$ cat config.mk
export PLATFORM = sky130hd
export DESIGN_NAME = branch_sequencer_flat
export DESIGN_NICKNAME = d
export VERILOG_FILES = /design/src/rtl/branch_sequencer_if.sv /design/src/rtl/branch_sequencer.sv /design/src/flat_wrapper.sv
export SDC_FILE = /design/constraint.sdc
export NUM_CORES = 1
export LEC_CHECK = 0
export CORE_ASPECT_RATIO = 1.1
export CORE_MARGIN = 4
export CORE_UTILIZATION = 27
export CTS_BUF_LIST = sky130_fd_sc_hd__clkbuf_8
export DETAILED_ROUTE_END_ITERATION = 12
export HOLD_SLACK_MARGIN = 0.02
export PLACE_DENSITY = 0.88
export SETUP_SLACK_MARGIN = 0.4
export SLEW_MARGIN = 20
export SYNTH_ARGS = -nofsm -noshare
export SYNTH_HDL_FRONTEND = slang
export SYNTH_SLANG_ARGS = --single-unit
$ cat constraint.sdc
create_clock -name clock -period 2.1 [get_ports clock]
set_clock_uncertainty 0.1 [all_clocks]
set_input_delay 0.42 -clock clock [delete_from_list [all_inputs] [get_ports clock]]
set_output_delay 0.42 -clock clock [all_outputs]
set_load 0.05 [all_outputs]
$ cat src/rtl/branch_sequencer_if.sv
// rtl/branch_sequencer_if.sv - control-unit <-> branch sequencer handshake and strobe bundle
//
// Purpose: carries the hand-off request (start/ir/con) from the control unit and the
// control strobes and status returned by the branch sequencer.
// Ports (signals):
//   start, ir[31:0], con                      control unit -> sequencer
//   gra, r_out, con_in, pc_out, y_in, c_out,
//   alu_add, z_in, zlow_out, pc_in            sequencer -> datapath strobes
//   busy, done, taken, illegal                sequencer -> control unit status
// Modports: master = control unit side, slave = sequencer side.

interface branch_sequencer_if;
    logic        start;
    logic [31:0] ir;
    logic        con;
    logic        gra;
    logic        r_out;
    logic        con_in;
    logic        pc_out;
    logic        y_in;
    logic        c_out;
    logic        alu_add;
    logic        z_in;
    logic        zlow_out;
    logic        pc_in;
    logic        busy;
    logic        done;
    logic        taken;
    logic        illegal;

    modport master (
        output start, ir, con,
        input  gra, r_out, con_in, pc_out, y_in, c_out, alu_add, z_in, zlow_out, pc_in,
        input  busy, done, taken, illegal
    );

    modport slave (
        input  start, ir, con,
        output gra, r_out, con_in, pc_out, y_in, c_out, alu_add, z_in, zlow_out, pc_in,
        output busy, done, taken, illegal
    );
endinterface

$ cat src/rtl/branch_sequencer.sv
// rtl/branch_sequencer.sv - conditional-branch control-step sequencer for the single-bus CPU
//
// Purpose: on a start carrying a br-family instruction, steps through
// EVAL -> PCY -> ADD -> PCLD -> DONE, strobing the datapath so that CON samples the
// branch condition and, when taken, PC <- PC + C. Hands back to the control unit with done.
// Ports:
//   clock   rising-edge clock
//   reset   synchronous, active-high reset
//   bus     branch_sequencer_if.slave (start/ir/con in; datapath strobes and status out)
// Parameters:
//   BR_OPCODE       IR[31:27] value of a conditional branch
//   SKIP_NOT_TAKEN  1: go straight from PCY to DONE when the branch will not be taken

module branch_sequencer #(
    parameter logic [4:0] BR_OPCODE      = 5'b10010,
    parameter bit         SKIP_NOT_TAKEN = 1'b0
) (
    input  logic                clock,
    input  logic                reset,
    branch_sequencer_if.slave   bus
);

    localparam logic [2:0] S_IDLE = 3'd0;
    localparam logic [2:0] S_EVAL = 3'd1;
    localparam logic [2:0] S_PCY  = 3'd2;
    localparam logic [2:0] S_ADD  = 3'd3;
    localparam logic [2:0] S_PCLD = 3'd4;
    localparam logic [2:0] S_DONE = 3'd5;

    logic [2:0] state;
    logic [2:0] state_nxt;
    // Only the C2 condition field of the accepted instruction is needed later on.
    logic [3:0] cond_q;
    logic       con_q;
    logic       taken_q;
    logic       illegal_q;

    logic       br_hit;
    logic       accept;
    logic       cond_ok;
    logic       take_now;

    assign br_hit   = (bus.ir[31:27] == BR_OPCODE);
    assign accept   = (state == S_IDLE) && bus.start && br_hit;
    // brzr/brnz/brpl/brmi are codes 0..3; every other code is a never-taken branch.
    assign cond_ok  = (cond_q <= 4'd3);
    assign take_now = con_q & cond_ok;

    always_comb begin
        state_nxt = state;
        case (state)
            S_IDLE: if (accept) state_nxt = S_EVAL;
            S_EVAL: state_nxt = S_PCY;
            // CON has settled after EVAL, so the live value already decides the skip.
            S_PCY:  state_nxt = (SKIP_NOT_TAKEN && !(bus.con && cond_ok)) ? S_DONE : S_ADD;
            S_ADD:  state_nxt = S_PCLD;
            S_PCLD: state_nxt = S_DONE;
            S_DONE: state_nxt = S_IDLE;
            default: state_nxt = S_IDLE;
        endcase
    end

    always_ff @(posedge clock) begin
        if (reset) begin
            state     <= S_IDLE;
            cond_q    <= 4'd0;
            con_q     <= 1'b0;
            taken_q   <= 1'b0;
            illegal_q <= 1'b0;
        end else begin
            state     <= state_nxt;
            illegal_q <= (state == S_IDLE) && bus.start && !br_hit;
            if (accept) begin
                cond_q  <= bus.ir[22:19];
                taken_q <= 1'b0;
            end
            if (state == S_PCY) con_q <= bus.con;
            // Decision is registered as PCLD ends so it is already valid while done pulses.
            if (state == S_PCLD) taken_q <= take_now;
        end
    end

    assign bus.gra      = (state == S_EVAL);
    assign bus.r_out    = (state == S_EVAL);
    assign bus.con_in   = (state == S_EVAL);
    assign bus.pc_out   = (state == S_PCY);
    assign bus.y_in     = (state == S_PCY);
    assign bus.c_out    = (state == S_ADD);
    assign bus.alu_add  = (state == S_ADD);
    assign bus.z_in     = (state == S_ADD);
    assign bus.zlow_out = (state == S_PCLD);
    assign bus.pc_in    = (state == S_PCLD) && take_now;
    assign bus.busy     = (state != S_IDLE);
    assign bus.done     = (state == S_DONE);
    assign bus.taken    = taken_q;
    assign bus.illegal  = illegal_q;

endmodule

$ cat src/flat_wrapper.sv
// flat-port wrapper written by rule: the top's interface ports become plain ports
module branch_sequencer_flat 
#(
    parameter logic [4:0] BR_OPCODE      = 5'b10010,
    parameter bit         SKIP_NOT_TAKEN = 1'b0
)
  (clock, reset, bus_start, bus_ir, bus_con, bus_gra, bus_r_out, bus_con_in, bus_pc_out, bus_y_in, bus_c_out, bus_alu_add, bus_z_in, bus_zlow_out, bus_pc_in, bus_busy, bus_done, bus_taken, bus_illegal);
  branch_sequencer_if bus_i ();
  input  logic clock;
  input  logic reset;
  input wire logic [$bits(bus_i.start)-1:0] bus_start;
  input wire logic [$bits(bus_i.ir)-1:0] bus_ir;
  input wire logic [$bits(bus_i.con)-1:0] bus_con;
  output wire logic [$bits(bus_i.gra)-1:0] bus_gra;
  output wire logic [$bits(bus_i.r_out)-1:0] bus_r_out;
  output wire logic [$bits(bus_i.con_in)-1:0] bus_con_in;
  output wire logic [$bits(bus_i.pc_out)-1:0] bus_pc_out;
  output wire logic [$bits(bus_i.y_in)-1:0] bus_y_in;
  output wire logic [$bits(bus_i.c_out)-1:0] bus_c_out;
  output wire logic [$bits(bus_i.alu_add)-1:0] bus_alu_add;
  output wire logic [$bits(bus_i.z_in)-1:0] bus_z_in;
  output wire logic [$bits(bus_i.zlow_out)-1:0] bus_zlow_out;
  output wire logic [$bits(bus_i.pc_in)-1:0] bus_pc_in;
  output wire logic [$bits(bus_i.busy)-1:0] bus_busy;
  output wire logic [$bits(bus_i.done)-1:0] bus_done;
  output wire logic [$bits(bus_i.taken)-1:0] bus_taken;
  output wire logic [$bits(bus_i.illegal)-1:0] bus_illegal;
  assign bus_i.start = bus_start;
  assign bus_i.ir = bus_ir;
  assign bus_i.con = bus_con;
  assign bus_gra = bus_i.gra;
  assign bus_r_out = bus_i.r_out;
  assign bus_con_in = bus_i.con_in;
  assign bus_pc_out = bus_i.pc_out;
  assign bus_y_in = bus_i.y_in;
  assign bus_c_out = bus_i.c_out;
  assign bus_alu_add = bus_i.alu_add;
  assign bus_z_in = bus_i.z_in;
  assign bus_zlow_out = bus_i.zlow_out;
  assign bus_pc_in = bus_i.pc_in;
  assign bus_busy = bus_i.busy;
  assign bus_done = bus_i.done;
  assign bus_taken = bus_i.taken;
  assign bus_illegal = bus_i.illegal;
  branch_sequencer #(.BR_OPCODE(BR_OPCODE), .SKIP_NOT_TAKEN(SKIP_NOT_TAKEN)) u_core (.clock(clock), .reset(reset), .bus(bus_i));
endmodule
Word-level counts from Yosys, hierarchy flattened

Cells that the tools add are included.
Widths: inputs -> output; s select.

Mux-type cells: 4
Bitwise logic cells: 1
Reductions and logical operators: 8
Order comparisons: 1
Equality and inequality tests: 7

Operator list:

| kind               | count |
|---|---|
| $pmux 3 s5         | 1 |
| $eq 3x2->1 const B | 2 |
| $eq 3x3->1 const B | 2 |
| $eq 5x5->1 const B | 1 |
| $le 4x2->1 const B | 1 |
| $logic_and 1x1->1  | 4 |
| $eq 3x1->1 const B | 1 |
| $logic_not 3->1    | 1 |
| $mux 3             | 1 |
| $reduce_bool 3->1  | 1 |
| $mux 1             | 2 |
| $ne 2x1->1 const B | 1 |
| $reduce_bool 2->1  | 1 |
| $and 1x1->1        | 1 |
| $logic_not 1->1    | 1 |

Input port bits: 36
Logic and storage cells: 26
Flip-flop bits (word level): 10
Output and inout bits: 14

Longest topological paths before layout

Gate-level depths: netlist of run 1.

Word-level depth: 5
Gate-level depth with buffers: 5
Depth with buffers taken out: 4

Least setup slack after synthesis of run 1

No wires, ideal clock.

Path type: register to output
Start point: reg u_core.state[1]
End point: out bus_y_in
Arrival time: 2.172 ns
Cell stages (with the launch flop): 4
Setup slack: -0.592 ns
Buffers on the path: 2
Data required time: 1.580 ns
Cells stage by stage: dfxtp_1 > buf_2 > nor3b_1 > buf_4

Word-level cells in the longest chain between the ends: 1

Ends and longest elaborated chain:

| item                   | line                   | RTL |
|---|---|---|
| from (decl)            | branch_sequencer.sv:30 | `logic [2:0] state;` |
| from (signal assigned) | branch_sequencer.sv:71 | `state <= state_nxt;` |
| $eq 3x2->1             | -                      |  |
| to (decl)              | flat_wrapper.sv:18     | `output wire logic [$bits(bus_i.y_in)-1:0] bus_y_in;` |

Every way passes these cells.

Worst setup path in the final report of run 1

Start point: reg u_core.state[2]
End point: out bus_pc_in

Word-level cells in the longest chain between the ends: 2

Ends and longest elaborated chain:

| item              | line                   | RTL |
|---|---|---|
| $eq 3x3->1        | branch_sequencer.sv:92 | `assign bus.pc_in = (state == S_PCLD) && take_now;` |
| $logic_and 1x1->1 | branch_sequencer.sv:92 |  |
| to (decl)         | flat_wrapper.sv:23     | `output wire logic [$bits(bus_i.pc_in)-1:0] bus_pc_in;` |

Every way passes these cells.

==> out/results.ini, run 1 <==
[layout]
multi_input_area_um2=258
drive_gt1_share_pct=52.6
fin_cells=95
seq_area_um2=165
nNetsFinal=116
fill_cells=133
antenna_cells=0
syn2layout_area_growth_pct=114

[worst_setup_path]
r2r_start=u_core.state[0]
crit_buf_inv=1
crit_fanout=2
crit_path_end_kind=output port
cp.depth=3
slowest_delay_ns=0.39
cp-start-kind=register
reg2reg_depth=4
crit_family=simple AND/OR/NAND/NOR gates
path_class=register to output port
crit_path_top_delay_cell=or3b_4
required_ns=1.58
crit_chain=or3b_4, nor4b_4, buf_12
worst_ep_arrival_time_ns=1.43
crit_path_start=u_core.state[2]

[yosys]
synth_nets=82
netlist_instances=46
syn_area_um2=442
ys_ff_latch=8
synth_area_per_cell_um2=9.60
synthAdderAreaFrac_pct=0
yosys.area_share.simple_pct=34.0
synth_mux_area_share_pct=6.80
ys_warn_count=0
yosysSeqAreaShare_pct=36.3
yosysUniqueCellTypes=23
synth_top_family_by_area=simple AND/OR/NAND/NOR gates
synth_compound_area_share_pct=5.95
synth_xor_area_share_pct=1.98

[timing]
setup_viol=0
slew_headroom_pct=67.3
final_hold_viol_count=0
slew_violations=0
period_minus_slack_ns=1.95
worstMarginPinSlew_ns=0.493
finalCritPeriodShare_pct=92.8
fmax_mhz=513
timing.setup.tns_ns=0
rsz0062_at_grt=yes

[placed_design]
gp_congestion=0.661
portBuffers=24
dp_hpwl_um=818
dp_cells=81

[floorplan]
die_h_um=50.4
rows=15
die_area_um2=2350
core_um2=1560
start_util_pct=28.4
pin_count=50
die_w_um=46.6

[pwr]
p_leak_nw=0.403
ir_drop_mv=0.346
cellPowerDensity_nw_per_um2=428

[grt]
overflow=0
grt_pass1_wl_um=1630
grt_pass1_vias=396
grt_use_total_pct=10.3
grt_max_degree=10
antenna_found_initial=0

[detailed_routing]
first_iter_violations=1
wire_per_inst_um=11.4
drt_first_pass_iters=2
ant_nets=0
drcViolationCount=0
post_drt_via_cell_ratio=4.61
dr_total_vias=438
totalWireLength_um=1090

[hold_path]
hold_class=register to register
holdPathStages=2
min_from=u_core.bus.taken

[clock_network]
numCtsBuffers=3
clkSinkCount=8
htree_levels=1
clkTransAtPathRegs_ns=0.04
tritoncts=done
hold_buffers=0
cts_buffer_depth=2
clk_latency_ns=0.23
cts_root_buf=clkbuf_8

[outcome]
status=finished, final reports clean

[flow_run]
max-cap-violations=0

-- repair_timing --
action,4_1_cts,5_1_grt
pin swaps,4,4
endpoints found under the setup margin,17,15
gates resized for setup,16,1
gates cloned,0,1
buffers inserted,7,3
-- kinds of logic (layout without fill, tap and decap cells) --
logic type / after synthesis / after routing
AND/OR/NAND/NOR: 21 / 21
multiplexers: 3 / 3
AO/OA/AOI/OAI: 3 / 3
XOR/XNOR: 1 / 1
buffers and inverters: 10 / 42
flip-flops: 8 / 8
-- power by group --
part	total (mW)	switching [mW]	internal, mW	leakage (nW)
Clock	0.183	0.0594	0.124	0.0216
Sequential	0.155	0.00130	0.154	0.0661
Combinational	0.0651	0.0299	0.0352	0.316
Total	0.404	0.0906	0.313	0.403
-- registers in the layout (all words and copies together) (netlist names) --
register	cells
u_core.state	3
u_core.con_q	1
u_core.bus.illegal	1
u_core.cond_q	2
u_core.bus.taken	1
-- layout by cell type, fill, tap and decap left out, drive strengths merged --
master,synthesis,final
a211oi,1,1
xnor2,1,1
or4b,1,1
clkdlybuf4s50,0,5
nor3,3,3
nor2,4,4
nor4b,1,1
clkbuf,0,3
buf,8,25
dfxtp,8,8
o31a,1,1
inv,2,2
or3b,1,1
o2bb2ai,1,1
nand2,4,4
mux2i,3,3
dlygate4sd2,0,7
or4bb,1,1
or3,1,1
nand3,1,1
and3b,2,2
nor3b,2,2
-- synth_stat cells, drive strengths merged --
cell / instances / area (µm²)
nand2: 4 / 15.0
dfxtp: 8 / 160
mux2i: 3 / 30.0
nor4b: 1 / 15.0
nor3: 3 / 26.3
nor3b: 2 / 15.0
o31a: 1 / 10.0
or3: 1 / 6.26
and3b: 2 / 18.8
inv: 2 / 7.51
nor2: 4 / 15.0
buf: 8 / 58.8
or4b: 1 / 13.8
a211oi: 1 / 7.51
or3b: 1 / 8.76
xnor2: 1 / 8.76
o2bb2ai: 1 / 8.76
or4bb: 1 / 11.3
nand3: 1 / 5.00
-- final timing paths --
path | end | slack, ns
min | u_core.bus.taken | 0.36
max | bus_pc_in | 0.15
min reg2reg | u_core.bus.taken | 0.36
max reg2reg | u_core.cond_q[2] | 0.48
-- metal layers --
| layer | vias to the layer above | wire (µm) | GRT usage [%] |
|---|---|---|---|
| li1 | 218 | - | - |
| met5 | - | 0 | 0 |
| met3 | 5 | 128 | 3.58 |
| met2 | 24 | 528 | 16.1 |
| met1 | 191 | 393 | 10.4 |
| met4 | 0 | 36 | 8.53 |
-- final cells by class --
type,instances,area share (%)
Multi-Input combinational cell,28,27.3
Sequential cell,8,17.5
Inverter,2,1.06
Tap cell,17,2.25
Clock buffer,3,4.37
Timing Repair Buffer,37,47.5
-- worst reg2reg max path: cells and delay by family (launching register included) --
| kind | cells | cell delay (ns) |
|---|---|---|
| AND/OR/NAND/NOR | 2 | 0.79 |
| flip-flops | 1 | 0.30 |
| multiplexers | 1 | 0.20 |
| buffers and inverters | 1 | 0.16 |
-- through the flow --
stage	hold WS (ns)	power [mW]	area, µm²	util, %	setup WS [ns]
finish	0.362	0.404	945	60.6	0.151
global route	0.382	0.423	945	60.6	0.114
CTS	0.370	0.410	916	58.8	0.0859
detailed placement	0.370	0.223	802	51.5	0.0218
global placement	0.354	0.221	802	51.5	0.0478
floorplan	0.362	0.191	497	-	0.110
Note: power is estimated with default switching activity, not from simulation.
==> run 2: changes to the inputs <==
--- a/config.mk
+++ b/config.mk
@@ -12,7 +12,7 @@
 export DETAILED_ROUTE_END_ITERATION = 12
 export HOLD_SLACK_MARGIN = 0.02
 export PLACE_DENSITY = 0.88
-export SETUP_SLACK_MARGIN = 0.4
+export SETUP_SLACK_MARGIN = 0.3
 export SLEW_MARGIN = 20
 export SYNTH_ARGS = -nofsm -noshare
 export SYNTH_HDL_FRONTEND = slang
==> out/results.ini, run 2 (synthesized netlist as in run 1, its figures left out) <==
[timing]
setup_slack_ns=0.155
slew_headroom_pct=67.5
setup_viol=0
finalCritPeriodShare_pct=92.6
rsz0062_at_grt=yes
timing.setup.tns_ns=0
fmax_mhz=514
period_minus_slack_ns=1.95
worstMarginPinSlew_ns=0.489
final_hold_viol_count=0
slew_violations=0

[grt]
grt_use_total_pct=10.7
grt_use_met3_pct=2.87
grtUsageMet2_pct=17.7
top_usage_layer=met2
grt_max_degree=10
antenna_found_initial=0
grt_pass1_wl_um=1860
met1_usage_pct=12.1
grt_pass1_vias=415
overflow=0

[clock_network]
hold_buffers=0
htree_levels=1
numCtsBuffers=3
clkSinkCount=8
cts_buffer_depth=2
cts_root_buf=clkbuf_8
tritoncts=done
clk_latency_ns=0.22
clkTransAtPathRegs_ns=0.04

[layout]
syn2layout_area_growth_pct=109
largest-register=u_core.state
drive_gt1_share_pct=47.9
layout_common_cells=buf_12 (11), dfxtp_1 (7), buf_4 (6)
antenna_cells=0
fin_util_pct=59.3
nNetsFinal=111
largest_reg_flops=3
fin_cells=90
reg_top3=u_core.state (3), u_core.cond_q (2)
fill_cells=138
final_common_cell=buf_12

[placed_design]
dp_hpwl_um=820
gp_congestion=0.741
dp_cells=81
portBuffers=24
dp_slack_ns=0.0357

[worst_setup_path]
path_class=register to output port
crit_chain=or3b_4, nor4b_4, buf_12
crit_path_top_delay_cell=or3b_4
crit_path_start=u_core.state[2]
crit_buf_inv=1
crit_family=simple AND/OR/NAND/NOR gates
crit_fanout=2
slowest_delay_ns=0.39
required_ns=1.58
crit_path_end_kind=output port
cp-start-kind=register
r2r_start=u_core.state[2]
worst_ep_arrival_time_ns=1.43

[floorplan]
die_area_um2=2350
die_h_um=50.4
core_um2=1560
pin_count=50
rows=15
die_w_um=46.6
start_util_pct=28.4

[hold_path]
hold_class=register to register
min_from=u_core.bus.taken

[detailed_routing]
drcViolationCount=0
dr_total_vias=433
post_drt_via_cell_ratio=4.81
wire_per_inst_um=11.3
ant_nets=0
first_iter_violations=9
drt_first_pass_iters=3
totalWireLength_um=1020

[pwr]
p_leak_nw=0.414
p_sw_share_pct=21.8
switchingPower_uw=86.8
ir_drop_mv=0.364
p_clk_share_pct=45.2
cellPowerDensity_nw_per_um2=432
seqPwrFrac_pct=38.9
intPower_uw=312
combPwrFrac_pct=15.9

[flow_run]
max-cap-violations=0

[outcome]
status=finished, final reports clean

## run 2: path summary, 6_finish.rpt
check / endpoint / slack, ns / depth (start not counted)
max: bus_pc_in / 0.15 / 3
max reg2reg: u_core.cond_q[3] / 0.45 / 4
min: u_core.bus.taken / 0.36 / 2
min reg2reg: u_core.bus.taken / 0.36 / 2
## run 2: metal layers
metal / wire length (µm) / share of wire [%]
met5: 0 / 0
met1: 363 / 36
met2: 506 / 50
met3: 125 / 12
met4: 24 / 2.4
## run 2: per-stage QoR
step	hold slack (ns)	cell area, µm²	power, mW
5_1_grt	0.397	923	0.420
6_report	0.360	923	0.399
3_3_place_gp	0.352	802	0.221
2_1_floorplan	0.362	493	0.190
3_5_place_dp	0.366	802	0.223
4_1_cts	0.365	873	0.404
## run 2: what timing repair did
item,in CTS,in global routing
buffers inserted,4,2
setup endpoints to repair,9,8
endpoints found under the hold margin,0,0
pin swaps,3,4
resized for setup,4,11
## run 2: power by group through the flow
| stage | sequential (mW) | clock [mW] | combinational, mW |
|---|---|---|---|
| after CTS | 0.155 | 0.186 | 0.0638 |
| after detailed placement | 0.159 | 0 | 0.0636 |
| final | 0.155 | 0.180 | 0.0635 |
| after global routing | 0.155 | 0.197 | 0.0678 |
| after floorplan | 0.163 | 0 | 0.0273 |
| after global placement | 0.159 | 0 | 0.0623 |
## run 2: tightest hold or removal path, stage by stage, from the launching register on
cell	delay [ns]
dfxtp_1	0.30
nand3_1	0.06
o2bb2ai_1	0.05
## run 2: cell type report
| type | count | area, µm² | area share [%] |
|---|---|---|---|
| flip-flops and latches | 8 | 164 | 17.8 |
| inverters | 2 | 10.0 | 1.08 |
| repair buffers | 32 | 429 | 46.5 |
| well taps | 17 | 21.3 | 2.30 |
| multi-input cells | 28 | 258 | 27.9 |
| clock buffers | 3 | 41.3 | 4.47 |
==> run 3: changes to the inputs <==
--- a/config.mk
+++ b/config.mk
@@ -5,13 +5,14 @@
 export SDC_FILE = /design/constraint.sdc
 export NUM_CORES = 1
 export LEC_CHECK = 0
-export CORE_ASPECT_RATIO = 1.1
-export CORE_MARGIN = 4
-export CORE_UTILIZATION = 27
+export CORE_AREA = 4 4 41 43
 export CTS_BUF_LIST = sky130_fd_sc_hd__clkbuf_8
 export DETAILED_ROUTE_END_ITERATION = 12
+export DIE_AREA = 0 0 45 47
+export DONT_BUFFER_PORTS = 1
 export HOLD_SLACK_MARGIN = 0.02
-export PLACE_DENSITY = 0.88
+export MAX_ROUTING_LAYER = met4
+export PLACE_DENSITY = 0.55
 export SETUP_SLACK_MARGIN = 0.3
 export SLEW_MARGIN = 20
 export SYNTH_ARGS = -nofsm -noshare
==> out/results.ini, run 3 (synthesized netlist as in run 1, its figures left out) <==
[clock_network]
cts_root_buf=clkbuf_8
clkSinkCount=8
hold_buffers=0
numCtsBuffers=3
clkTransAtPathRegs_ns=0.04
cts_buffer_depth=2
clk_latency_ns=0.22
htree_levels=1
tritoncts=done

[floorplan]
rows=13
die_h_um=47
die_w_um=45
pin_count=50
start_util_pct=33.9
die_area_um2=2120
core_um2=1300

[detailed_routing]
drt_first_pass_iters=1
dr_total_vias=340
post_drt_via_cell_ratio=5.07
ant_nets=0
drcViolationCount=0
totalWireLength_um=929
first_iter_violations=0
wire_per_inst_um=13.9

[placed_design]
gp_congestion=0.711
portBuffers=0
dp_hpwl_um=716
dp_slack_ns=0.258

[layout]
largest-register=u_core.state
largest_reg_flops=3
antenna_cells=0
drive_gt1_share_pct=50.0
layout_common_cells=dfxtp_1 (5), nand2_1 (4), nor2_1 (4), buf_6 (4), buf_4 (4)
syn2layout_area_growth_pct=44.5
fill_cells=125
final_common_cell=dfxtp_1
reg_top3=u_core.state (3), u_core.cond_q (2)
nNetsFinal=90

[worst_setup_path]
path_class=register to output port
crit_path_top_delay_cell=or3b_4
cp-start-kind=register
rrSetupSlack_ns=0.28
worst_ep_arrival_time_ns=1.40
required_ns=1.58
crit_path_end_kind=output port
crit_fanout=3
crit_chain=or3b_4, nor4b_4, buf_6
slowest_delay_ns=0.42

[timing]
period_minus_slack_ns=1.92
rsz0062_at_grt=yes
slew_violations=0
timing.setup.tns_ns=0
slew_headroom_pct=66.8
setup_slack_ns=0.180
worstMarginPinSlew_ns=0.497
finalCritPeriodShare_pct=91.4
fmax_mhz=521
final_hold_viol_count=0
setup_viol=0
holdWs_ns=0.156

[flow_run]
max-cap-violations=0

[hold_path]
hold_class=input port to register

[outcome]
status=finished, final reports clean

[grt]
grt_pass1_vias=360
grt_use_total_pct=10.1
grt_pass1_wl_um=1430
overflow=0
grt_max_degree=9
antenna_found_initial=0

[pwr]
ir_drop_mv=0.243
cellPowerDensity_nw_per_um2=585
p_leak_nw=0.250
report.power.total_uw=374

==> run 3: cell types whose count changed in the layout (fill, tap and decap cells not counted), sizes merged <==
cell and change:
dlygate4sd2 -2, dlymetal6s2s -5, buf -9, clkdlybuf4s50 -5
==> run 3: worst max-delay path, delay by kind of cell (launching register included) <==
kind          cells  cell delay [ns]
buf+inv           1             0.20
flops             1             0.33
simple gates      2             0.65
==> run 3: worst paths after layout <==
path / from / to / cells after the start
hold reg to reg: u_core.cond_q[3] / u_core.cond_q[3] / 2
setup reg to reg: u_core.state[2] / u_core.cond_q[2] / 5
setup / recovery: u_core.state[1] / bus_pc_in / 3
hold / removal: reset / u_core.state[2] / 1
==> run 3: power breakdown <==
part | internal, mW | total, mW | switching, mW
registers | 0.152 | 0.158 | 0.00585
logic | 0.0147 | 0.0341 | 0.0193
clock network | 0.124 | 0.182 | 0.0578
total | 0.291 | 0.374 | 0.0830
==> run 3: cell type report <==
| type | instances | area, µm² | share of cell area [%] |
|---|---|---|---|
| Inverter | 2 | 7.51 | 1.18 |
| Timing Repair Buffer | 11 | 143 | 22.4 |
| Multi-Input combinational cell | 28 | 256 | 40.2 |
| Clock buffer | 3 | 41.3 | 6.47 |
| Sequential cell | 8 | 171 | 26.9 |
| Tap cell | 15 | 18.8 | 2.94 |
==> run 3: timing repair <==
action | in CTS | in global routing
endpoints found under the hold margin | 0 | 0
endpoints found under the setup margin | 10 | 12
resized for setup | 8 | 6
pin swaps | 1 | 2
setup buffers | 6 | 0
==> run 3: metrics by stage <==
stage	std cells	util, %	instance area [µm²]
after floorplan	46	-	493
after global placement	58	38.9	507
after detailed placement	58	38.9	507
after CTS	67	47.1	613
after global routing	67	49.0	638
final	67	49.0	638
==> run 3: layer usage <==
| metal | global-route usage, % | wire (µm) |
|---|---|---|
| met5 | - | 0 |
| met4 | 7.02 | 0 |
| met3 | 4.60 | 118 |
| met2 | 17.2 | 478 |
| met1 | 8.74 | 332 |
